==> config.mk <==
export PLATFORM = sky130hd
export DESIGN_NAME = sig_deser_flat
export DESIGN_NICKNAME = d
export VERILOG_FILES = /design/src/rtl/sig_deser_if.sv /design/src/rtl/sig_deser.sv /design/src/flat_wrapper.sv
export SDC_FILE = /design/constraint.sdc
export NUM_CORES = 1
export LEC_CHECK = 0
export BUFFER_PORTS_ARGS = -buffer_cell sky130_fd_sc_hd__buf_4
export CAP_MARGIN = 20
export CORE_MARGIN = 4
export CORE_UTILIZATION = 30
export CTS_BUF_LIST = sky130_fd_sc_hd__clkbuf_4
export DETAILED_ROUTE_END_ITERATION = 16
export SLEW_MARGIN = 0
export SYNTH_ARGS = -nofsm -noshare
export SYNTH_HDL_FRONTEND = slang
export SYNTH_SLANG_ARGS = --single-unit
==> constraint.sdc <==
create_clock -name clk -period 1.85 [get_ports clk]
set_input_delay 0.0925 -clock clk [delete_from_list [all_inputs] [get_ports clk]]
set_output_delay 0.0925 -clock clk [all_outputs]
set_load 0.01 [all_outputs]
==> src/rtl/sig_deser_if.sv <==
// Capture-side bus of sig_deser: sampled input controls and the packed-word outputs.
// master = deserializer side, slave = driver/consumer side.
interface sig_deser_if #(
    parameter int unsigned WCNT_W = 16
);
    logic              sig;
    logic              hold;
    logic [31:0]       dsq;
    logic              pclk;
    logic              wvalid;
    logic [WCNT_W-1:0] wcnt;

    modport master (input sig, hold, output dsq, pclk, wvalid, wcnt);
    modport slave  (output sig, hold, input dsq, pclk, wvalid, wcnt);
endinterface

==> src/rtl/sig_deser.sv <==
// Samples an async input (optionally prescaled), packs 32 samples per word with a word clock.
// Optional majority-of-3 tick-rate glitch filter enabled by defining DEGLITCH_EN.
module sig_deser #(
    parameter int unsigned SYNC_STAGES = 2,
    parameter int unsigned PRESCALE    = 1,
    parameter int unsigned WCNT_W      = 16
) (
    input  logic         clk,
    input  logic         rst,
    sig_deser_if.master  bus
);
    localparam int unsigned WORD_W = 32;
    localparam int unsigned BCNT_W = 5;
    localparam int unsigned PCNT_W = (PRESCALE > 1) ? $clog2(PRESCALE) : 1;
    localparam logic [PCNT_W-1:0] PCNT_MAX  = PCNT_W'(PRESCALE - 1);
    localparam logic [BCNT_W-1:0] BCNT_LAST = BCNT_W'(WORD_W - 1);
    localparam logic [BCNT_W-1:0] BCNT_HALF = BCNT_W'(WORD_W / 2);

    logic [SYNC_STAGES-1:0] sync_q, sync_d;
    logic [PCNT_W-1:0]      pcnt_q, pcnt_d;
    logic [WORD_W-1:0]      sh_q, sh_d;
    logic [BCNT_W-1:0]      bcnt_q, bcnt_d;
    logic [WORD_W-1:0]      dsq_q, dsq_d;
    logic                   pclk_q, pclk_d;
    logic                   wvalid_q, wvalid_d;
    logic [WCNT_W-1:0]      wcnt_q, wcnt_d;
    logic                   s, s_f, tick;

`ifdef DEGLITCH_EN
    logic h1_q, h1_d, h2_q, h2_d;
`endif

    // Next-state logic: sampling advances only on a prescaler tick outside hold.
    always_comb begin
        sync_d   = {sync_q[SYNC_STAGES-2:0], bus.sig};
        s        = sync_q[SYNC_STAGES-1];
        tick     = (pcnt_q == PCNT_MAX) && !bus.hold;
        pcnt_d   = pcnt_q;
        sh_d     = sh_q;
        bcnt_d   = bcnt_q;
        dsq_d    = dsq_q;
        pclk_d   = pclk_q;
        wvalid_d = 1'b0;
        wcnt_d   = wcnt_q;
`ifdef DEGLITCH_EN
        h1_d = h1_q;
        h2_d = h2_q;
        s_f  = (s & h1_q) | (s & h2_q) | (h1_q & h2_q);
`else
        s_f  = s;
`endif
        if (!bus.hold) begin
            pcnt_d = (pcnt_q == PCNT_MAX) ? '0 : pcnt_q + 1'b1;
        end
        if (tick) begin
            sh_d   = (sh_q >> 1) | (WORD_W'(s_f) << (WORD_W - 1));
            bcnt_d = bcnt_q + 1'b1;
            pclk_d = (bcnt_d < BCNT_HALF);
`ifdef DEGLITCH_EN
            h1_d = s;
            h2_d = h1_q;
`endif
            if (bcnt_q == BCNT_LAST) begin
                dsq_d    = sh_d;
                wvalid_d = 1'b1;
                wcnt_d   = wcnt_q + 1'b1;
            end
        end
    end

    always_ff @(posedge clk) begin
        if (rst) begin
            sync_q   <= '0;
            pcnt_q   <= '0;
            sh_q     <= '0;
            bcnt_q   <= '0;
            dsq_q    <= '0;
            pclk_q   <= 1'b0;
            wvalid_q <= 1'b0;
            wcnt_q   <= '0;
        end else begin
            sync_q   <= sync_d;
            pcnt_q   <= pcnt_d;
            sh_q     <= sh_d;
            bcnt_q   <= bcnt_d;
            dsq_q    <= dsq_d;
            pclk_q   <= pclk_d;
            wvalid_q <= wvalid_d;
            wcnt_q   <= wcnt_d;
        end
    end

`ifdef DEGLITCH_EN
    always_ff @(posedge clk) begin
        if (rst) begin
            h1_q <= 1'b0;
            h2_q <= 1'b0;
        end else begin
            h1_q <= h1_d;
            h2_q <= h2_d;
        end
    end
`endif

    assign bus.dsq    = dsq_q;
    assign bus.pclk   = pclk_q;
    assign bus.wvalid = wvalid_q;
    assign bus.wcnt   = wcnt_q;
endmodule

==> src/flat_wrapper.sv <==
// flat-port wrapper written by rule: the top's interface ports become plain ports
module sig_deser_flat 
#(
    parameter int unsigned SYNC_STAGES = 2,
    parameter int unsigned PRESCALE    = 1,
    parameter int unsigned WCNT_W      = 16
)
  (clk, rst, bus_sig, bus_hold, bus_dsq, bus_pclk, bus_wvalid, bus_wcnt);
  sig_deser_if #(.WCNT_W(WCNT_W)) bus_i ();
  input  logic clk;
  input  logic rst;
  input wire logic [$bits(bus_i.sig)-1:0] bus_sig;
  input wire logic [$bits(bus_i.hold)-1:0] bus_hold;
  output wire logic [$bits(bus_i.dsq)-1:0] bus_dsq;
  output wire logic [$bits(bus_i.pclk)-1:0] bus_pclk;
  output wire logic [$bits(bus_i.wvalid)-1:0] bus_wvalid;
  output wire logic [$bits(bus_i.wcnt)-1:0] bus_wcnt;
  assign bus_i.sig = bus_sig;
  assign bus_i.hold = bus_hold;
  assign bus_dsq = bus_i.dsq;
  assign bus_pclk = bus_i.pclk;
  assign bus_wvalid = bus_i.wvalid;
  assign bus_wcnt = bus_i.wcnt;
  sig_deser #(.SYNC_STAGES(SYNC_STAGES), .PRESCALE(PRESCALE), .WCNT_W(WCNT_W)) u_core (.clk(clk), .rst(rst), .bus(bus_i));
endmodule
==> run metrics <==
sequential power share 64.5%; Crit. Startpoint u_core.bcnt_q[0]$_SDFFE_PP0N_; Slew @ Worst Pin ~0.55 ns; global route total overflow 0; clock root buffer clkbuf_4; Die Y 111.5 um; met3 routed wirelength around 280 um; leak pwr ~1.6 nW; Routed WL per cell approximately 12 um; Hold Slack 0.4558 ns; via count about 2500; number of port buffers 53; failing checks setup timing; Tot Pwr 2.963 mW; final setup vio count 1; non-filler cells, final 551; Reg2Reg Launch Point u_core.bcnt_q[0]$_SDFFE_PP0N_; synthesis warning total 0; CTS sink cnt 88; largest cells by area after synthesis dfxtp_1, mux2i_1, nand2_1, nor2_1, a21oi_1; Crit-path slowest cell or4_4; Placed Area 3851 um^2; Main synth FF type dfxtp_1; Most common cell on crit path ha_4; Commonest cells post-synth dfxtp_1, nand2_1, nor2_1; register area share after synthesis 54.81%; f_max about 540 MHz; max_slew headroom 63.18%; final setup margin -0.007802 ns; setup TNS -0.007802 ns; Req. time, crit path 2.21 ns; Cell Pwr Density 736.0 nW/um^2; Residual DRC 0; clk slew on worst S/H paths 0.14 ns; # IOs 54; hpwl dp 4365 um; H-tree Lvls 3; fin crit share 100.4%; Final Wtd Congestion 0.7329; P_sw 717.3 uW; Clock Path Buffers 2; Yosys top cell area share 54.81%; Bufs and invs on worst path 0; M1 WL approximately 3300 um; Top Layer Used met4; core area 10370 um^2; Netlist cell types 28; status complete, but fails checks; effective utilization at floorplan 31.00%; Fin. Hold Viols 0; die area 12430 um^2; Setup Fix Bufs, Post-CTS 0; Row Count 37; All-Layer GR Usage 10.78%; fillers 1083; Yosys reg bits 88; Post-Place Setup Slack -0.03967 ns; P_int 2.246 mW; post-synthesis cell count approximately 350; CP max stage delay 0.49 ns; Net Count, Synth 360; Net Sw Frac 24.21%; CP cell instances ha_4, and3_4, ha_4, and4b_2, nand2_4, or4_4, a21oi_2; clock power share 31.7%; share of cells above drive strength 1 22.89%; HP Class reg2reg; FF-to-FF End u_core.bus.wcnt[14]$_SDFFE_PP0P_; Final min period 1.858 ns; Setup Skew 0.02804 ns; most frequent cell after synthesis dfxtp_1; ys async rst share 0%; first-pass GRT wire length 11050 um; antenna-violating nets left 0; crit end category flip-flop; largest net degree at the start of global routing between 40 and 50; vias in the first global route 2311; final WL 6565 um; Clock Latency Late Sink 0.42 ns; Post-synth EDFFs 0; hold depth 1; TritonCTS clock tree built; Post-Syn Area per Cell 9.106 um^2; Nets 417; Top Family by Delay on Critical Path simple AND/OR/NAND/NOR gates; Core Util, Final 38.83%; r2r setup slk -0.008 ns; Comb pwr share 3.7%; placed insts 532; CP arrival ~2.2 ns; fin. max-slew vios 0; crit path max fanout 5; die width approximately 110 um; RSZ-0062 raised after global routing yes; max cap viols 0; Detailed Routing Iterations Pass 1 6; synthesized cell area 3214 um^2; CTS Buf Count 9; Syn-to-layout area delta 25.26%; biggest area consumer among synthesized cells dfxtp_1; WL met2 between 2000 and 3000 um; antenna violations before repair 0; antenna diode count 0; Starting DRT DRC Count 103; vias per cell 4.465; Startpoint Class flip-flop; Worst path depth 7; Peak VDD IR 0.0003212 V; reg2reg path depth 7; critical path type reg2reg; crit path capture u_core.bus.wcnt[14]$_SDFFE_PP0P_; fin area between 4000 and 5000 um^2
-- sequential cells by signal (all words and copies together), names as in the netlist --
register	count
u_core.sh_q	31
u_core.sync_q	2
u_core.bus.wvalid	1
u_core.bus.pclk	1
u_core.bus.wcnt	16
u_core.bcnt_q	5
u_core.bus.dsq	32
-- per-layer routing --
| layer | GRT usage (%) | vias to the layer above |
|---|---|---|
| met5 | 0 | - |
| met4 | 4.136 | 0 |
| met3 | 3.478 | 5 |
| met2 | 16.85 | 41 |
| met1 | 13.88 | 1137 |
| li1 | - | 1277 |
-- cell type report --
class	count	area (um^2)	share of cell area, %
Sequential cell	88	1767	43.88
Tap cell	136	170.2	4.226
Timing Repair Buffer	70	570.5	14.17
Multi-Input combinational cell	241	1400	34.77
Clock inverter	6	43.79	1.088
Clock buffer	10	75.07	1.865
-- worst min-delay path by stage --
stage                                startpoint                     endpoint  slack, ns
finish              u_core.sync_q[0]$_SDFF_PP0_  u_core.sync_q[1]$_SDFF_PP0_       0.46
global placement                        bus_sig  u_core.sync_q[0]$_SDFF_PP0_       0.32
global route                            bus_sig  u_core.sync_q[0]$_SDFF_PP0_       0.46
CTS                                     bus_sig  u_core.sync_q[0]$_SDFF_PP0_       0.42
detailed placement                      bus_sig  u_core.sync_q[0]$_SDFF_PP0_       0.34
floorplan                               bus_sig  u_core.sync_q[0]$_SDFF_PP0_       0.22
-- power by group through the flow --
stage	clock network, mW	registers [mW]	logic (mW)
6_report	0.940	1.91	0.111
5_1_grt	1.07	1.92	0.125
4_1_cts	0.994	1.91	0.112
3_5_place_dp	0	1.95	0.106
3_3_place_gp	0	1.95	0.104
2_1_floorplan	0	1.95	0.0713
-- placed cells by master, fill, tap and decap left out --
| cell | Yosys | layout |
|---|---|---|
| dlygate4sd3_1 | 0 | 3 |
| clkinv_4 | 0 | 1 |
| and4b_2 | 0 | 1 |
| buf_12 | 0 | 3 |
| xor2_1 | 11 | 11 |
| mux2i_1 | 33 | 33 |
| nor2b_2 | 0 | 1 |
| clkbuf_4 | 0 | 10 |
| and2_1 | 3 | 3 |
| dfxtp_4 | 0 | 1 |
| and3_4 | 0 | 1 |
| ha_4 | 0 | 2 |
| a21oi_2 | 0 | 1 |
| nand2b_1 | 1 | 1 |
| nor2_1 | 51 | 51 |
| dfxtp_1 | 88 | 86 |
| nor3_2 | 0 | 1 |
| ha_1 | 3 | 1 |
| nand4_1 | 5 | 5 |
| o21ai_0 | 2 | 2 |
| or4_4 | 0 | 1 |
| nand3_1 | 6 | 6 |
| buf_4 | 1 | 64 |
| nor2b_1 | 6 | 5 |
| nand2_1 | 68 | 68 |
| nand4b_1 | 1 | 1 |
| nand2_4 | 1 | 1 |
| and4_1 | 1 | 1 |
| a21oi_1 | 37 | 36 |
| o31ai_1 | 1 | 1 |
| dfxtp_2 | 0 | 1 |
| clkinv_1 | 0 | 1 |
| or3_1 | 2 | 2 |
| inv_6 | 0 | 1 |
| xnor2_1 | 2 | 2 |
| clkinvlp_4 | 0 | 3 |
| mux2_2 | 2 | 2 |
| and3_1 | 2 | 1 |
-- repair_timing --
item,CTS,global route
hold buffers,3,0
gates resized for setup,2,4
endpoints found under the hold margin,16,0
endpoints found under the setup margin,2,2
cloned,0,0
pin swaps,2,1
-- cell families after synthesis --
| kind of cell | Yosys count | share of synthesized area (%) |
|---|---|---|
| XOR/XNOR | 13 | 3.542 |
| AND/OR/NAND/NOR | 150 | 20.12 |
| multiplexers | 35 | 10.98 |
| flip-flops | 88 | 54.81 |
| buffers and inverters | 24 | 3.075 |
| adder cells (fa/ha/maj) | 3 | 1.168 |
| AO/OA/AOI/OAI | 40 | 6.306 |
Note: power is estimated with default switching activity, not from simulation.
